--- src/rtl/pulse_generator_if.sv ---
// ---------------------------------------------------------------------------
// pulse_generator_if : trigger/config/status bundle for pulse_generator
// Revision 1.0 - initial release
// ---------------------------------------------------------------------------
`default_nettype none

interface pulse_generator_if #(
    parameter int DLY_W = 8,
    parameter int WID_W = 8
) ();
    logic             pos_neg;
    logic             iTrig;
    logic [DLY_W-1:0] iDelay;
    logic [WID_W-1:0] iWidth;
    logic             iClrOvf;
    logic             oPulse;
    logic             oBusy;
    logic             oDone;
    logic             oOverflow;

    modport master (
        output pos_neg, iTrig, iDelay, iWidth, iClrOvf,
        input  oPulse, oBusy, oDone, oOverflow
    );

    modport slave (
        input  pos_neg, iTrig, iDelay, iWidth, iClrOvf,
        output oPulse, oBusy, oDone, oOverflow
    );
endinterface

`default_nettype wire

--- src/rtl/pulse_generator.sv ---
// ---------------------------------------------------------------------------
// pulse_generator : turns trigger strobes into delayed, timed output pulses
//                   with queued replay. Optional macro PULSE_GEN_RETRIGGER_EN
//                   lets a trigger during the pulse extend it.
// Revision 1.0 - initial release
// ---------------------------------------------------------------------------
`default_nettype none

module pulse_generator #(
    parameter int DLY_W   = 8,
    parameter int WID_W   = 8,
    parameter int MIN_GAP = 1,
    parameter int PEND_W  = 2
) (
    input  wire logic        iClk,
    input  wire logic        iRst_n,
    pulse_generator_if.slave pg
);

    localparam int                c_GAP_W    = (MIN_GAP > 0) ? $clog2(MIN_GAP + 1) : 1;
    localparam logic [c_GAP_W-1:0] c_GAP_LOAD = c_GAP_W'(MIN_GAP);
    localparam bit                c_HAS_GAP  = (MIN_GAP > 0);
    localparam logic [PEND_W-1:0] c_PEND_MAX = {PEND_W{1'b1}};

    typedef enum logic [1:0] {
        S_IDLE   = 2'd0,
        S_DELAY  = 2'd1,
        S_ACTIVE = 2'd2,
        S_GAP    = 2'd3
    } state_t;

    state_t             r_state;
    logic               r_active;
    logic [DLY_W-1:0]   r_dly_cnt;
    logic [WID_W-1:0]   r_wid_cnt;
    logic [WID_W-1:0]   r_wid_lat;
    logic [c_GAP_W-1:0] r_gap_cnt;
    logic [PEND_W-1:0]  r_pend;
    logic               r_done;
    logic               r_ovf;
    logic               r_busy;

    state_t             w_state_nxt;
    logic               w_active_nxt;
    logic [DLY_W-1:0]   w_dly_nxt;
    logic [WID_W-1:0]   w_wid_nxt;
    logic [WID_W-1:0]   w_wlat_nxt;
    logic [c_GAP_W-1:0] w_gap_nxt;
    logic [PEND_W-1:0]  w_pend_nxt;
    logic               w_done_nxt;
    logic               w_ovf_nxt;
    logic               w_accept;
    logic               w_queue;
    logic               w_lose;
    logic               w_retrig;
    logic [WID_W-1:0]   w_wid_eff;

    assign w_wid_eff = (pg.iWidth == '0) ? WID_W'(1) : pg.iWidth;

`ifdef PULSE_GEN_RETRIGGER_EN
    assign w_retrig = pg.iTrig;
`else
    assign w_retrig = 1'b0;
`endif

    always_ff @(posedge iClk) begin
        if (!iRst_n) begin
            r_state   <= S_IDLE;
            r_active  <= 1'b0;
            r_dly_cnt <= '0;
            r_wid_cnt <= '0;
            r_wid_lat <= '0;
            r_gap_cnt <= '0;
            r_pend    <= '0;
            r_done    <= 1'b0;
            r_ovf     <= 1'b0;
            r_busy    <= 1'b0;
        end else begin
            r_state   <= w_state_nxt;
            r_active  <= w_active_nxt;
            r_dly_cnt <= w_dly_nxt;
            r_wid_cnt <= w_wid_nxt;
            r_wid_lat <= w_wlat_nxt;
            r_gap_cnt <= w_gap_nxt;
            r_pend    <= w_pend_nxt;
            r_done    <= w_done_nxt;
            r_ovf     <= w_ovf_nxt;
            r_busy    <= (w_state_nxt != S_IDLE) || (w_pend_nxt != '0);
        end
    end

    always_comb begin
        w_state_nxt  = r_state;
        w_active_nxt = r_active;
        w_dly_nxt    = r_dly_cnt;
        w_wid_nxt    = r_wid_cnt;
        w_wlat_nxt   = r_wid_lat;
        w_gap_nxt    = r_gap_cnt;
        w_done_nxt   = 1'b0;
        w_accept     = 1'b0;
        w_queue      = 1'b0;

        case (r_state)
            S_IDLE: begin
                if (pg.iTrig || (r_pend != '0)) begin
                    w_accept   = 1'b1;
                    w_wlat_nxt = w_wid_eff;
                    if (pg.iDelay == '0) begin
                        w_state_nxt  = S_ACTIVE;
                        w_active_nxt = 1'b1;
                        w_wid_nxt    = w_wid_eff;
                    end else begin
                        w_state_nxt = S_DELAY;
                        w_dly_nxt   = pg.iDelay;
                    end
                end
            end

            S_DELAY: begin
                w_queue = pg.iTrig;
                if (r_dly_cnt <= DLY_W'(1)) begin
                    w_dly_nxt    = '0;
                    w_state_nxt  = S_ACTIVE;
                    w_active_nxt = 1'b1;
                    w_wid_nxt    = r_wid_lat;
                end else begin
                    w_dly_nxt = r_dly_cnt - DLY_W'(1);
                end
            end

            S_ACTIVE: begin
                w_queue = pg.iTrig & ~w_retrig;
                if (w_retrig) begin
                    w_wid_nxt = w_wid_eff;
                end else if (r_wid_cnt <= WID_W'(1)) begin
                    // Pulse ends here; oDone shows in the first inactive cycle.
                    w_wid_nxt    = '0;
                    w_active_nxt = 1'b0;
                    w_done_nxt   = 1'b1;
                    if (c_HAS_GAP) begin
                        w_state_nxt = S_GAP;
                        w_gap_nxt   = c_GAP_LOAD;
                    end else begin
                        w_state_nxt = S_IDLE;
                    end
                end else begin
                    w_wid_nxt = r_wid_cnt - WID_W'(1);
                end
            end

            S_GAP: begin
                w_queue = pg.iTrig;
                if (r_gap_cnt <= c_GAP_W'(1)) begin
                    w_gap_nxt   = '0;
                    w_state_nxt = S_IDLE;
                end else begin
                    w_gap_nxt = r_gap_cnt - c_GAP_W'(1);
                end
            end

            default: begin
                w_state_nxt  = S_IDLE;
                w_active_nxt = 1'b0;
            end
        endcase
    end

    // A replay that coincides with a fresh trigger leaves the count unchanged.
    always_comb begin
        w_pend_nxt = r_pend;
        w_lose     = 1'b0;
        if (w_queue) begin
            if (r_pend == c_PEND_MAX) begin
                w_lose = 1'b1;
            end else begin
                w_pend_nxt = r_pend + PEND_W'(1);
            end
        end else if (w_accept && (r_pend != '0) && !pg.iTrig) begin
            w_pend_nxt = r_pend - PEND_W'(1);
        end
    end

    always_comb begin
        w_ovf_nxt = r_ovf;
        if (w_lose) begin
            w_ovf_nxt = 1'b1;
        end else if (pg.iClrOvf) begin
            w_ovf_nxt = 1'b0;
        end
    end

    assign pg.oPulse    = pg.pos_neg ? r_active : ~r_active;
    assign pg.oBusy     = r_busy;
    assign pg.oDone     = r_done;
    assign pg.oOverflow = r_ovf;

endmodule

`default_nettype wire
--- src/flat_wrapper.sv ---
// flat-port wrapper written by rule: the top's interface ports become plain ports
module pulse_generator_flat 
#(
    parameter int DLY_W   = 8,
    parameter int WID_W   = 8,
    parameter int MIN_GAP = 1,
    parameter int PEND_W  = 2
)
  (iClk, iRst_n, pg_pos_neg, pg_iTrig, pg_iDelay, pg_iWidth, pg_iClrOvf, pg_oPulse, pg_oBusy, pg_oDone, pg_oOverflow);
  pulse_generator_if #(.DLY_W(DLY_W), .WID_W(WID_W)) pg_i ();
  input  wire logic iClk;
  input  wire logic iRst_n;
  input wire logic [$bits(pg_i.pos_neg)-1:0] pg_pos_neg;
  input wire logic [$bits(pg_i.iTrig)-1:0] pg_iTrig;
  input wire logic [$bits(pg_i.iDelay)-1:0] pg_iDelay;
  input wire logic [$bits(pg_i.iWidth)-1:0] pg_iWidth;
  input wire logic [$bits(pg_i.iClrOvf)-1:0] pg_iClrOvf;
  output wire logic [$bits(pg_i.oPulse)-1:0] pg_oPulse;
  output wire logic [$bits(pg_i.oBusy)-1:0] pg_oBusy;
  output wire logic [$bits(pg_i.oDone)-1:0] pg_oDone;
  output wire logic [$bits(pg_i.oOverflow)-1:0] pg_oOverflow;
  assign pg_i.pos_neg = pg_pos_neg;
  assign pg_i.iTrig = pg_iTrig;
  assign pg_i.iDelay = pg_iDelay;
  assign pg_i.iWidth = pg_iWidth;
  assign pg_i.iClrOvf = pg_iClrOvf;
  assign pg_oPulse = pg_i.oPulse;
  assign pg_oBusy = pg_i.oBusy;
  assign pg_oDone = pg_i.oDone;
  assign pg_oOverflow = pg_i.oOverflow;
  pulse_generator #(.DLY_W(DLY_W), .WID_W(WID_W), .MIN_GAP(MIN_GAP), .PEND_W(PEND_W)) u_core (.iClk(iClk), .iRst_n(iRst_n), .pg(pg_i));
endmodule
--- config.mk ---
export PLATFORM = sky130hd
export DESIGN_NAME = pulse_generator_flat
export DESIGN_NICKNAME = d
export VERILOG_FILES = /design/src/rtl/pulse_generator_if.sv /design/src/rtl/pulse_generator.sv /design/src/flat_wrapper.sv
export SDC_FILE = /design/constraint.sdc
export NUM_CORES = 1
export LEC_CHECK = 0
export ABC_AREA = 1
export ABC_CLOCK_PERIOD_IN_PS = 1500
export CORE_AREA = 2 2 87 89
export DETAILED_ROUTE_END_ITERATION = 6
export DIE_AREA = 0 0 89 91
export GPL_ROUTABILITY_DRIVEN = 0
export PLACE_DENSITY = 0.47
export SYNTH_ARGS = -nofsm -noshare
export SYNTH_HDL_FRONTEND = slang
export SYNTH_SLANG_ARGS = --single-unit
--- constraint.sdc ---
create_clock -name iClk -period 1.5 [get_ports iClk]
set_input_delay 0.3 -clock iClk [delete_from_list [all_inputs] [get_ports iClk]]
set_output_delay 0.3 -clock iClk [all_outputs]
set_load 0.03 [all_outputs]
# After elaboration in Yosys (flattened, before gate mapping)
# Index checks and enable logic that the tools add are counted.
# classes
add_sub_neg	5
magnitude_cmp	3
n_eq_ne	9
muxes	36
bitwise_logic	1
reduce_logical	22
# ops
operator	n
two-way mux 8 bit	8
one-hot mux 8 bit (3 select lines)	1
<= comparator 8 x 1 -> 1 bit, second input constant	2
zero test 8 bit	2
two-way mux 2 bit	8
one-hot mux 8 bit (2 select lines)	1
subtractor 8 x 1 -> 8 bit, second input constant	2
two-way mux 1 bit	15
nonzero test 2 bit	6
inequality test 2 x 1 -> 1 bit, second input constant	4
one-hot mux 2 bit (4 select lines)	1
equality test 2 bit, second input constant	3
AND reduction 2 bit	3
AND reduction 5 bit	1
AND reduction 4 bit	1
one-hot mux 1 bit (3 select lines)	1
AND reduction 3 bit	1
nonzero test 3 bit	1
OR reduction 3 bit	1
adder 2 x 1 -> 2 bit, second input constant	1
equality test 2 x 1 -> 1 bit, second input constant	1
logical AND 1 bit	2
zero test 2 bit	1
logical OR 1 bit	2
other kinds (7)	7
# word_totals
regBits	33
out_inout_bits	4
elab_cells	86

# Longest topological paths before layout
# Gate-level depths: netlist of the first run.
# logic_depth
depth_word	10
ltp_mapped	13
mapped_depth_nobuf	13

# Worst setup path after synthesis of the first run
# No wires, ideal clock.
# synth_timing
path_type	flip-flop to flip-flop
start	register u_core.r_state[0]
end	register u_core.r_wid_cnt[0]
setup_ns	0.130
t_arrival_ns	1.420
t_required_ns	1.370
path_slack_ns	-0.050
path_stages_with_launch	10
cell_sequence	dfxtp_1 inv_1 ha_1 inv_1 clkbuf_1 nand3_1 o21ai_0 nand2_1 nand2_1 nor2_1
# synth_via
elab_chain_len	3
elab_cells_between_ends	9
# synth_rtl
element	line	source
start, declared	pulse_generator.sv:32	state_t r_state;
start signal, assigned	pulse_generator.sv:79	r_state <= w_state_nxt;
equality test 2 x 1 -> 1 bit (tied with other cells)	pulse_generator.sv:103	case (r_state)
inequality test 2 x 1 -> 1 bit (no line) or nonzero test 3 bit (tied branches)	--	
AND reduction 4 bit (no line)	--	
end signal, assigned	pulse_generator.sv:82	r_wid_cnt <= w_wid_nxt;
end, declared	pulse_generator.sv:35	logic [WID_W-1:0] r_wid_cnt;
# Several ways; a longest one is shown, not always the timed one.
# A chain may end at the register's enable or synchronous reset.

# Final worst setup path of the first run
# layout_timing
start	register u_core.r_dly_cnt[1]
end	register u_core.r_wid_cnt[5]
# layout_via
elab_chain_len	3
# layout_rtl
element	line	source
start, declared	pulse_generator.sv:34	logic [DLY_W-1:0] r_dly_cnt;
start signal, assigned	pulse_generator.sv:81	r_dly_cnt <= w_dly_nxt;
<= comparator 8 x 1 -> 1 bit	pulse_generator.sv:121	if (r_dly_cnt <= DLY_W'(1)) begin
inequality test 2 x 1 -> 1 bit (no line)	--	
AND reduction 4 bit (no line)	--	
# No other way between the ends.

==> results of run 1 <==
layout by cell type (no fill, tap or decap), types with 2 or more instances in the layout:
cell type / count
nand3_1: 11
clkbuf_8: 5
nor2_4: 4
nand4_1: 3
buf_4: 38
xor2_1: 3
buf_6: 3
a21oi_1: 27
or2_2: 2
nand2_2: 11
o21ai_1: 7
o211ai_1: 2
ha_4: 3
o21ai_2: 3
ha_2: 2
nor2_1: 44
nand2_1: 65
ha_1: 7
nand3_2: 5
dlygate4sd2_1: 3
inv_4: 2
nor3_1: 3
o21ai_0: 22
a21oi_2: 3
dfxtp_2: 6
nor2_2: 6
inv_1: 37
dfxtp_1: 25
clkdlybuf4s50_1: 19
inv_2: 9
power by group through the flow:
stage	Clock, mW	Sequential (mW)	Combinational, mW
after floorplan	0	1.50	2.85
after global placement	0	1.52	4.13
after detailed placement	0	1.52	4.16
after CTS	0.869	1.52	4.35
after global routing	0.905	1.64	5.45
final	0.835	1.57	4.78
layout make-up:
class / count / area, um2
fillers: 801 / 4140
flip-flops and latches: 32 / 652
inverters: 48 / 185
repair buffers: 66 / 593
well taps: 99 / 124
multi-input cells: 239 / 1340
clock inverters: 2 / 35.0
clock buffers: 6 / 72.6
state kept, by name, indices dropped and copies added, names as in the netlist:
| register | flops |
|---|---|
| u_core.pg.oDone | 1 |
| u_core.pg.oOverflow | 1 |
| u_core.r_dly_cnt | 8 |
| u_core.pg.oBusy | 1 |
| u_core.r_active | 1 |
| u_core.r_wid_cnt | 8 |
| u_core.r_state | 2 |
| u_core.r_wid_lat | 8 |
| u_core.r_pend | 2 |
routing by layer:
layer	global-route usage, %	vias to the layer above	wire length [um]
li1	-	1157	-
met1	18.2	991	2550
met2	24.4	30	2680
met3	2.55	4	146
met4	3.86	0	49
met5	0	-	0
worst min path at each step:
stage                                     end  slack (ns)  cells after the start
after global placement    u_core.pg.oOverflow        0.46                      2
final                     u_core.pg.oOverflow        0.47                      2
after detailed placement  u_core.pg.oOverflow        0.47                      2
after CTS                 u_core.pg.oOverflow        0.48                      2
after floorplan           u_core.r_wid_lat[2]        0.43                      2
after global routing      u_core.pg.oOverflow        0.51                      2
kinds of logic (layout without fill, tap and decap cells):
family	Yosys count	in the layout	share of synthesized area (%)
fa+ha+maj	12	12	7.19
compound gates	66	66	16.8
flops	32	32	30.7
buf+inv	57	122	11.1
xor+xnor	4	4	1.68
simple gates	157	157	32.5
worst min-delay path, delay by kind of cell, from the launching register on:
kind,cells,cell delay (ns)
flops,1,0.31
compound gates,1,0.05
simple gates,1,0.06
what timing repair did:
item | CTS | global route
setup buffers | 0 | 4
setup endpoints to repair | 21 | 23
cloned | 0 | 1
resized for setup | 26 | 39
pin swaps | 2 | 17
cell usage after synthesis:
cell      number
nand2_2        2
nand2_1       75
buf_2          3
nor2_2         3
buf_4          2
a31oi_1        1
inv_1         46
o211ai_1       2
a21oi_1       27
xnor2_1        1
xor2_1         3
o21ai_1        2
ha_1          12
o21bai_1       1
nor2_4         3
or2_2          2
nor3_1         3
nand3_1       14
nand4_1        3
clkbuf_1       3
buf_6          1
nor2_1        48
or2_1          1
inv_2          2
a21oi_2        3
dfxtp_1       32
o21ai_0       30
nand3_2        3
through the flow:
step	hold WS, ns	worst slack (ns)	utilization (%)	total power [mW]	TNS, ns
global route	0.506	-0.201	42.0	7.99	-2.05
finish	0.470	-0.0592	42.0	7.19	-0.435
CTS	0.480	-0.0204	40.0	6.74	-0.0348
detailed placement	0.471	-0.304	37.8	5.68	-4.29
global placement	0.462	-0.298	37.8	5.65	-4.14
floorplan	0.435	0.0389	-	4.36	0
==> flow_summary.toml, run 1 <==
[routing]
post-route-drc-count = 0
first_pass_iters = 5
wire_per_inst_um = 11.0
ant_nets = 0
num_vias = 2182
drt_wl_total_um = 5430
drtIter0Drc = 41
viasPerCell = 4.43

[sta]
relSlewSlack_pct = 63.1
finalMaxSlewViolations = 0
skew_ns = 0.0103
worst_pin_slew_ns = 0.553
rsz0062_at_grt = "yes"
finalCriticalPeriod_ns = 1.56
setup_violations = 9
finalHoldViolations = 0
fmax_mhz = 641
fin_ws_ns = -0.0592
finalCritPeriodShare_pct = 104

[power_and_ir_drop]
comb_power_share_pct = 66.6
clkPwrFrac_pct = 11.6
ir_drop_v = 0.000756
power_density_mw_per_mm2 = 2400
intPower_mw = 3.87
p_sw_share_pct = 46.2
power.leakage_nw = 1.40
power.net_switching_mw = 3.32
power.share.sequential_pct = 21.8

[yosys]
postSynthAreaPerCell_um2 = 6.37
synth_area_leader_cell = "dfxtp_1"
netlist_instances = 328
ys_warn_count = 0
yosysSeqAreaShare_pct = 30.7
synth_cell_types = 28
synth_top_cell_area_share_pct = 30.7
synth_area_mm2 = 0.00209
synthTopCellsByArea = "dfxtp_1 (31%), nand2_1 (13%), nor2_1 (8.6%), inv_1 (8.3%), ha_1 (7.2%)"
synth_nets = 361
ys_ff_latch = 32

[place]
hpwl_um = 4060
place_area_mm2 = 0.00270
io_buffer_count = 24
numPlacedInstances = 480

[critical_path]
critical_path_arrival_ns = 1.77
critical_path.top_delay_family = "simple AND/OR/NAND/NOR gates"
r2r_setup_slack_ns = -0.06
cp_max_fo = 5
critical_path_cell_count = 11
end_kind = "register"
rr_worst_depth = 11
regToRegEndpoint = "u_core.r_wid_cnt[5]"
crit_top_cell = "nand2_2"
start_kind = "register"
cp_slowest_stage_delay_ns = 0.34
crit_buf_inv = 2
reg2reg_from = "u_core.r_dly_cnt[1]"
crit_path_cell_trace = "inv_4 > ha_4 > nor2_2 > nor2_1 > nand2_1 > nand2_2 > nand2_2 > nor2_4 > clkbuf_16 > nand3_4 > a21oi_2"
crit_type = "reg2reg"
crit_path_end = "u_core.r_wid_cnt[5]"
worstPathRequired_ns = 1.71
cp_slowest_cell = "dfxtp_2"
crit_start = "u_core.r_dly_cnt[1]"

[floorplan]
core_area_mm2 = 0.00714
fp.dieW_um = 89
dieArea_mm2 = 0.00810
row_count = 31
pin_count = 25
start_util_pct = 29.3
die_h_um = 91

[cts]
clockBufferDepth = 2
cts_buffers = 5
cts_num_sinks = 32
cts_hold_buf = 0
clkLatencyLatePin_ns = 0.28
h-tree-depth = 2
cts_tree = "yes"
root_buffer = "clkbuf_8"
cts.reportedPaths.clkPinSlew_ns = 0.08

[cells_and_area]
fin_nets = 425
fin_area_mm2 = 0.00300
drive_above_1_share_pct = 27.7
stdcell_count = 492
insertedDiodeCount = 0
syn_to_final_growth_pct = 43.6

[run_status]
violations = "setup timing"
outcome = "finished with violations"

[global_routing]
grt_pass1_vias = 2144
track_usage_pct = 14.3
grt-ovfl-total = 0
antenna_found_initial = 0
grt_pass1_wl_um = 9330
grt_max_degree = 20

[worst_hold_path]
hp-start = "u_core.pg.oOverflow"
hold_path_class = "reg2reg"

[flow_run]
drv_cap = 0
(Power assumes the default switching activity.)
==> inputs of run 2 (changes only) <==
--- a/config.mk
+++ b/config.mk
@@ -7,11 +7,11 @@
 export LEC_CHECK = 0
 export ABC_AREA = 1
 export ABC_CLOCK_PERIOD_IN_PS = 1500
-export CORE_AREA = 2 2 87 89
+export CORE_AREA = 2 2 73 75
 export DETAILED_ROUTE_END_ITERATION = 6
-export DIE_AREA = 0 0 89 91
+export DIE_AREA = 0 0 75 77
 export GPL_ROUTABILITY_DRIVEN = 0
-export PLACE_DENSITY = 0.47
+export PLACE_DENSITY = 0.63
 export SYNTH_ARGS = -nofsm -noshare
 export SYNTH_HDL_FRONTEND = slang
 export SYNTH_SLANG_ARGS = --single-unit
==> run 2 against run 1 <==
Compared with the run above: the flow still finishes with violations (setup timing); routed wire length is 4.5% lower; flip-flop and latch count is the same; total power is 1.1% lower; worst hold slack lost 0.11 ns; critical path depth shrank 1; combinational power is 1% higher; utilization rose by 17 points; non-clock buffer count decreased by 8; global-route usage rose by 3.8 points; die area is 29% lower; first-iteration DRC count rose by 90%; cell count fell by 7.5%.
==> flow_summary.toml, run 2 (synthesis results as in run 1) <==
[critical_path]
critical_path_arrival_ns = 1.72
cp_slowest_cell = "clkdlybuf4s50_1"
end_kind = "register"
cp_max_fo = 11
cp_slowest_stage_delay_ns = 0.45
start_kind = "primary input"
crit_type = "in2reg"
worstPathRequired_ns = 1.68
crit_path_cell_trace = "clkdlybuf4s50_1 > nor2_2 > nand2_2 > o21ai_1 > nand2_1 > nor2_4 > buf_12 > nand2_1 > nor2_1 > nor2_1"

[global_routing]
grtUsageMet1_pct = 21.2
grt-ovfl-total = 0
antenna_found_initial = 0
grt_use_met2_pct = 30.4
grt_use_met3_pct = 4.20
track_usage_pct = 18.1
grt_pass1_vias = 1995
top_usage_layer = "met2"
grt_pass1_wl_um = 8180
grt_max_degree = 20

[cells_and_area]
largestRegisters = "u_core.r_dly_cnt x8, u_core.r_wid_cnt x8, u_core.r_wid_lat x8"
syn_to_final_growth_pct = 39.8
final_util_pct = 58.7
fin_nets = 417
insertedDiodeCount = 0
fillers = 487
final_cell_mix = "nand2_1 (65), nor2_1 (44), inv_1 (31)"
layout_commonest_cell = "nand2_1"
drive_above_1_share_pct = 30.1

[routing]
drtIter0Drc = 78
viasPerCell = 4.81
drt_wl_total_um = 5180
num_vias = 2189
post-route-drc-count = 0
first_pass_iters = 4
wire_per_inst_um = 11.4
ant_nets = 0

[sta]
finalCriticalPeriod_ns = 1.54
finalSetupTns_ns = -0.264
relSlewSlack_pct = 65.3
setup_violations = 9
fin_ws_ns = -0.0438
rsz0062_at_grt = "yes"
finalHoldViolations = 0
fmax_mhz = 648
finalCritPeriodShare_pct = 103
skew_ns = 0.00150
hold_slack_ns = 0.362
worst_pin_slew_ns = 0.519
finalMaxSlewViolations = 0

[floorplan]
row_count = 26
start_util_pct = 42.0
pin_count = 25
dieArea_mm2 = 0.00578
die_h_um = 77
core_area_mm2 = 0.00498
fp.dieW_um = 75

[place]
io_buffer_count = 24
dp_worst_setup_slack_ns = -0.306
hpwl_um = 3590

[run_status]
outcome = "finished with violations"
violations = "setup timing"

[cts]
clkLatencyLatePin_ns = 0.28
cts_num_sinks = 32
clockBufferDepth = 2
root_buffer = "clkbuf_8"
cts.reportedPaths.clkPinSlew_ns = 0.07
cts_hold_buf = 0
h-tree-depth = 2
cts_tree = "yes"
cts_buffers = 5

[power_and_ir_drop]
intPower_mw = 3.70
power_density_mw_per_mm2 = 2430
p_total_mw = 7.11
comb_power_share_pct = 68.1
power.net_switching_mw = 3.40
power.leakage_nw = 1.34
power.share.sequential_pct = 22.1
ir_drop_v = 0.00110
clkPwrFrac_pct = 9.8
p_sw_share_pct = 47.9

[worst_hold_path]
hold_path_class = "in2reg"

[flow_run]
drv_cap = 0
## run 2: cell count changes in the layout (fill, tap and decap cells not counted), moves of 3 or more
cell     delta
a21oi_1     -6
a21oi_2     +6
buf_4      -10
buf_6       +3
inv_1       -6
inv_2       +6
o21ai_0     -7
o21ai_1     +8
## run 2: metal layers
metal,up-vias,part of all wire (%)
met1,989,44
li1,1145,-
met2,43,51
met5,-,0
met4,0,2.3
met3,12,3.2
## run 2: final timing paths
path / start / slack (ns) / depth (start not counted) / endpoint
max: pg_iDelay[7] / -0.04 / 10 / u_core.r_wid_cnt[3]
min: pg_iDelay[5] / 0.36 / 3 / u_core.r_dly_cnt[5]
max reg2reg: u_core.r_dly_cnt[0] / -0.03 / 11 / u_core.r_dly_cnt[2]
min reg2reg: u_core.pg.oOverflow / 0.47 / 2 / u_core.pg.oOverflow
## run 2: final cells by class
cell class	instances	area, um2	area share (%)
Clock buffer	6	82.6	2.83
Clock inverter	2	10.0	0.343
Inverter	48	185	6.34
Multi-Input combinational cell	239	1380	47.2
Sequential cell	32	651	22.3
Tap cell	70	87.6	3.00
Timing Repair Buffer	58	527	18.0
## run 2: worst max-delay path, delay by kind of cell
family          cells  cell delay, ns
compound gates      1            0.14
buf+inv             2            0.59
simple gates        7            0.70
## run 2: repair_timing
action / CTS / global route
pin swaps: 0 / 12
setup endpoints to repair: 18 / 20
gates resized for setup: 16 / 74
cloned: 0 / 1
setup buffers: 0 / 4
endpoints found under the hold margin: 0 / 0
## run 2: power groups by stage
stage / Clock [mW] / Sequential (mW) / Combinational, mW
floorplan: 0 / 1.50 / 2.85
global placement: 0 / 1.52 / 3.95
detailed placement: 0 / 1.52 / 3.99
CTS: 0.709 / 1.52 / 4.11
global route: 0.747 / 1.63 / 5.45
finish: 0.698 / 1.57 / 4.84
## run 2: per-stage QoR
| step | cell area [um2] | cells |
|---|---|---|
| floorplan | 2090 | 328 |
| global placement | 2590 | 442 |
| detailed placement | 2590 | 442 |
| CTS | 2710 | 450 |
| global route | 2920 | 455 |
| finish | 2920 | 455 |
